==> config.mk <==
export PLATFORM = sky130hd
export DESIGN_NAME = mov_exec
export DESIGN_NICKNAME = d
export VERILOG_FILES = /design/src/rtl/mov_pkg.sv /design/src/rtl/mov_sel_decode.sv /design/src/rtl/mov_exec.sv
export SDC_FILE = /design/constraint.sdc
export NUM_CORES = 1
export LEC_CHECK = 0
export BUFFER_PORTS_ARGS = -buffer_cell sky130_fd_sc_hd__buf_2
export CAP_MARGIN = 30
export CELL_PAD_IN_SITES_DETAIL_PLACEMENT = 0
export CELL_PAD_IN_SITES_GLOBAL_PLACEMENT = 1
export CORE_UTILIZATION = 35
export DETAILED_ROUTE_END_ITERATION = 8
export PLACE_DENSITY_LB_ADDON = 0.1
export SYNTH_ARGS = -nofsm -noshare
export SYNTH_HDL_FRONTEND = slang
export SYNTH_SLANG_ARGS = --single-unit
==> constraint.sdc <==
create_clock -name clk -period 1.9 [get_ports clk]
set_input_delay 0.19 -clock clk [delete_from_list [all_inputs] [get_ports clk]]
set_output_delay 0.19 -clock clk [all_outputs]
set_load 0.01 [all_outputs]
==> src/rtl/mov_pkg.sv <==
// Shared types and helpers for the move-execution unit.
package mov_pkg;

  localparam int MAX_W = 64;

  typedef enum logic [1:0] {
    MOVI_Z = 2'd0,
    MOVI_S = 2'd1,
    MOV_R  = 2'd2,
    RSVD   = 2'd3
  } mode_e;

  typedef enum logic [2:0] {
    IDLE,
    DECODE,
    XFER,
    FIN,
    ERR
  } state_e;

  // Widens an imm_w-bit immediate; bits above imm_w copy the top bit when signed.
  function automatic logic [MAX_W-1:0] ext_imm(input logic [MAX_W-1:0] imm,
                                               input int imm_w,
                                               input logic is_signed);
    logic [MAX_W-1:0] res;
    logic             fill;
    res  = '0;
    fill = 1'b0;
    for (int i = 0; i < MAX_W; i++) begin
      if (i < imm_w) begin
        res[i] = imm[i];
        fill   = is_signed & imm[i];
      end else begin
        res[i] = fill;
      end
    end
    return res;
  endfunction

endpackage

==> src/rtl/mov_sel_decode.sv <==
// Turns a register selector into a one-hot enable, a P0 flag and a legality flag.
module mov_sel_decode #(
  parameter int NUM_REGS = 4,
  parameter int SEL_W    = 6,
  parameter int P0_SEL   = 4,
  parameter bit ALLOW_P0 = 1'b1
) (
  input  logic [SEL_W-1:0]    sel_i,
  output logic [NUM_REGS-1:0] onehot_o,
  output logic                p0_o,
  output logic                legal_o
);

  always_comb begin
    onehot_o = '0;
    for (int i = 0; i < NUM_REGS; i++) begin
      if (sel_i == SEL_W'(i)) onehot_o[i] = 1'b1;
    end
    p0_o    = ALLOW_P0 && (sel_i == SEL_W'(P0_SEL));
    legal_o = (|onehot_o) | p0_o;
  end

endmodule

==> src/rtl/mov_exec.sv <==
// Move-execution FSM: captures a decoded move, checks its operands and
// sequences bus drive, source read and destination write, then reports done.
module mov_exec
  import mov_pkg::*;
#(
  parameter int DATA_W   = 16,
  parameter int IMM_W    = 6,
  parameter int NUM_REGS = 4,
  parameter int SEL_W    = 6,
  parameter int P0_SEL   = 4
) (
  input  logic                clk,
  input  logic                rst,
  input  logic                flush,
  input  logic                start,
  input  logic [1:0]          mode,
  input  logic [SEL_W-1:0]    dst_sel,
  input  logic [SEL_W-1:0]    src_sel,
  input  logic [IMM_W-1:0]    imm,
  output logic [DATA_W-1:0]   bus_out,
  output logic                bus_oe,
  output logic [NUM_REGS-1:0] reg_rd_en,
  output logic [NUM_REGS-1:0] reg_wr_en,
  output logic                p0_wr_en,
  output logic                busy,
  output logic                done,
  output logic                err
);

  state_e              state_q;
  mode_e               mode_q;
  logic [SEL_W-1:0]    dstSel_q;
  logic [SEL_W-1:0]    srcSel_q;
  logic [IMM_W-1:0]    imm_q;

  logic [DATA_W-1:0]   busOut_q;
  logic                busOe_q;
  logic [NUM_REGS-1:0] rdEn_q;
  logic [NUM_REGS-1:0] wrEn_q;
  logic                p0Wr_q;
  logic                busy_q;
  logic                done_q;
  logic                err_q;

  logic [NUM_REGS-1:0] dstOneHot;
  logic                dstIsP0;
  logic                dstLegal;
  logic [NUM_REGS-1:0] srcOneHot;
  logic                srcIsP0;
  logic                srcLegal;
  logic                illegal;
  logic [DATA_W-1:0]   immExt;

  mov_sel_decode #(
    .NUM_REGS (NUM_REGS),
    .SEL_W    (SEL_W),
    .P0_SEL   (P0_SEL),
    .ALLOW_P0 (1'b1)
  ) u_dst_decode (
    .sel_i    (dstSel_q),
    .onehot_o (dstOneHot),
    .p0_o     (dstIsP0),
    .legal_o  (dstLegal)
  );

  // P0 is write-only, so the source decoder never recognises it.
  mov_sel_decode #(
    .NUM_REGS (NUM_REGS),
    .SEL_W    (SEL_W),
    .P0_SEL   (P0_SEL),
    .ALLOW_P0 (1'b0)
  ) u_src_decode (
    .sel_i    (srcSel_q),
    .onehot_o (srcOneHot),
    .p0_o     (srcIsP0),
    .legal_o  (srcLegal)
  );

  assign illegal = (mode_q == RSVD) || !dstLegal ||
                   ((mode_q == MOV_R) && (!srcLegal || srcIsP0));

  assign immExt = DATA_W'(ext_imm(MAX_W'(imm_q), IMM_W, mode_q == MOVI_S));

  // Outputs are registered alongside the state so each one is a pure
  // function of the state being entered and the captured operands.
  always_ff @(posedge clk) begin
    if (!rst) begin
      state_q  <= IDLE;
      mode_q   <= MOVI_Z;
      dstSel_q <= '0;
      srcSel_q <= '0;
      imm_q    <= '0;
      busOut_q <= '0;
      busOe_q  <= 1'b0;
      rdEn_q   <= '0;
      wrEn_q   <= '0;
      p0Wr_q   <= 1'b0;
      busy_q   <= 1'b0;
      done_q   <= 1'b0;
      err_q    <= 1'b0;
    end else begin
      busOut_q <= '0;
      busOe_q  <= 1'b0;
      rdEn_q   <= '0;
      wrEn_q   <= '0;
      p0Wr_q   <= 1'b0;
      done_q   <= 1'b0;
      err_q    <= 1'b0;
      if (flush) begin
        state_q <= IDLE;
        busy_q  <= 1'b0;
      end else begin
        case (state_q)
          IDLE: begin
            if (start) begin
              mode_q   <= mode_e'(mode);
              dstSel_q <= dst_sel;
              srcSel_q <= src_sel;
              imm_q    <= imm;
              state_q  <= DECODE;
              busy_q   <= 1'b1;
            end
          end
          DECODE: begin
            if (illegal) begin
              state_q <= ERR;
              done_q  <= 1'b1;
              err_q   <= 1'b1;
            end else begin
              state_q <= XFER;
              wrEn_q  <= dstOneHot;
              p0Wr_q  <= dstIsP0;
              if (mode_q == MOV_R) begin
                rdEn_q <= srcOneHot;
              end else begin
                busOe_q  <= 1'b1;
                busOut_q <= immExt;
              end
            end
          end
          XFER: begin
            state_q <= FIN;
            done_q  <= 1'b1;
          end
          FIN, ERR: begin
            state_q <= IDLE;
            busy_q  <= 1'b0;
          end
          default: begin
            state_q <= IDLE;
            busy_q  <= 1'b0;
          end
        endcase
      end
    end
  end

  assign bus_out   = busOut_q;
  assign bus_oe    = busOe_q;
  assign reg_rd_en = rdEn_q;
  assign reg_wr_en = wrEn_q;
  assign p0_wr_en  = p0Wr_q;
  assign busy      = busy_q;
  assign done      = done_q;
  assign err       = err_q;

endmodule

==> impl_metrics.ini <==
[status]
status = finished clean

[routing]
drtPass1Iterations = 4
post_drt_wl_per_cell_um = 11.6
avgViaCountPerCell = 4.67
finalWirelength_um = 3100
ant_nets = 0
drc = 0
drtIter0Drc = 34
vias = 1251

[global_routing]
grt_pass1_wl_um = 5040
overflow = 0
grt_start_max_net_pins = 22
grt_pass1_vias = 1133
antenna_found_initial = 0
grt_usage_pct = 15.2

[cts]
htree_levels = 2
cts_made_buffers = 5
max-clock-path-buffers = 2
clk_pin_slew_ns = 0.08
holdBufCountCts = 0
cts_resized = 0
post_cts_buffers = 0
tritoncts = built
clkLatencyLatePin_ns = 0.29
clock-root-buffer = clkbuf_8
clock_sink_count = 43

[die]
ios = 53
dieArea_um2 = 4720
fp.dieW_um = 68.7
rows = 23
core_um2 = 4140
initial_core_util_pct = 37.6
die_h_um = 68.7

[sta]
slew_viol_final = 0
skew_ns = 0.00672
rsz0062_at_grt = false
period_share_pct = 79.0
finalSetupViolCount = 0
fin_tns_setup_ns = 0
tightest_slew_ns = 0.401
clock.fmax_mhz = 666
slew_headroom_pct = 73.0
fin_crit_ns = 1.50
final_hold_viol_count = 0

[run]
maxCapViolCount = 0

[setup_path]
crit_arrival_ns = 1.72
critical_path_class = register to register
crit_path_max_incr_delay_ns = 0.37
end_kind = register
crit_required_ns = 2.11
cp_top_family = simple AND/OR/NAND/NOR gates
path_buf_inv = 0
critical_path_peak_fanout = 6
cp_slowest_cell = o21ai_0
start_kind = register
crit_chain = o21ai_0, and4_1, nand3_1, nor3_1

[finish]
drive_gt1_share_pct = 30.7
nFillCells = 426
area_delta_synth_final_pct = 21.7
antenna_cells = 0
fin_nets = 241

[placement]
portBuffers = 52
post-dp-hpwl_um = 2220
gp_congestion = 0.756

[synth]
ys_types = 26
ys_seq_area_share_pct = 55.3
synthCells = 170
ys_seq_elements = 43
synth_nets = 194
synth_area_per_cell_um2 = 9.16
mappedNetlistArea_um2 = 1560
synth_warnings = 0

[power]
power_mw = 1.62
p_leak_nw = 0.829
ir_drop_uv = 467
powerDensity_nw_per_um2 = 853

[worst_hold_path]
hp-class = input pin to register
-- kinds of logic after synthesis --
| kind of cell | count (synthesis) | share of synthesized area [%] |
|---|---|---|
| AO/OA/AOI/OAI | 28 | 13.4 |
| buffers and inverters | 18 | 6.67 |
| flip-flops | 43 | 55.3 |
| AND/OR/NAND/NOR | 81 | 24.7 |
-- path summary, 6_finish.rpt --
path / start / end / slack, ns / depth (start not counted)
max: dstSel_q[0] / reg_rd_en[1] / 0.40 / 4
min: src_sel[3] / srcSel_q[3] / 0.13 / 3
max reg2reg: dstSel_q[0] / reg_rd_en[1] / 0.40 / 4
min reg2reg: imm_q[4] / bus_out[4] / 0.46 / 1
-- where the power goes --
group          internal [mW]  leakage (nW)  switching (mW)
sequential             0.926         0.349          0.0181
combinational         0.0557         0.439          0.0636
clock                  0.257        0.0412           0.297
-- cells in the final DEF, fill, tap and decap left out, drive strengths merged, types with 2 or more instances in the layout --
cell type and count:
a21boi 20, a21oi 2, a31oi 2, and2 7, buf 55, clkbuf 6, dfxtp 43, inv 3
nand2 48, nor2 6, nor3 9, nor3b 2, o21ai 3
-- worst reg2reg max path, cell delays in order, from the launching register on --
cell and delay [ns]:
dfxtp_1 0.36, o21ai_0 0.37, and4_1 0.34, nand3_1 0.17
nor3_1 0.19
-- final cells by class --
type,instances,area [um^2],area share (%)
clock inverter,2,12.5,0.660
multi-input combinational,109,593,31.3
tap,50,62.6,3.30
timing repair buffer,55,283,14.9
inverter,3,11.3,0.594
clock buffer,6,72.6,3.83
sequential,43,861,45.4
-- per-layer routing --
layer  global-route usage, %  wire, um  vias to the layer above
li1                        -         -                      642
met1                    17.0      1370                      563
met2                    26.1      1490                       38
met3                    4.28       180                        8
met4                    8.42        59                        0
met5                       0         0                        -
-- flip-flops by register name (all words and copies together), names as in the netlist, 2 cells and up --
name / count
dstSel_q: 6
reg_rd_en: 4
state_q: 3
imm_q: 6
srcSel_q: 6
reg_wr_en: 4
bus_out: 7
mode_q: 2
-- through the flow --
step	area, um^2	setup slack [ns]	instances	utilization [%]	hold slack [ns]
floorplan	1560	0.525	170	-	0.335
global placement	1810	0.448	260	43.7	0.437
detailed placement	1810	0.422	260	43.7	0.440
CTS	1900	0.411	268	45.7	0.129
global route	1900	0.281	268	45.7	0.130
finish	1900	0.398	268	45.7	0.135
-- synthesized netlist by cell type --
master | number | area, um^2
a21oi_1 | 2 | 10.0
nand3b_1 | 1 | 7.51
or4_4 | 1 | 11.3
a311o_1 | 1 | 10.0
clkbuf_1 | 4 | 15.0
buf_2 | 2 | 10.0
buf_4 | 9 | 67.6
inv_1 | 3 | 11.3
and3_1 | 1 | 6.26
nand2b_2 | 1 | 8.76
dfxtp_1 | 43 | 861
nor2_1 | 6 | 22.5
o21ai_4 | 1 | 16.3
and2_1 | 7 | 43.8
o21ai_0 | 2 | 10.0
nor3_2 | 1 | 10.0
a21boi_0 | 20 | 150
nand4b_1 | 1 | 8.76
nand3_1 | 1 | 5.00
and4_1 | 1 | 8.76
nor2b_1 | 1 | 6.26
nand2_1 | 48 | 180
nor3b_1 | 2 | 15.0
and2b_4 | 1 | 10.0
nor3_1 | 8 | 40.0
a31oi_1 | 2 | 12.5
Note: power is estimated with default switching activity, not from simulation.
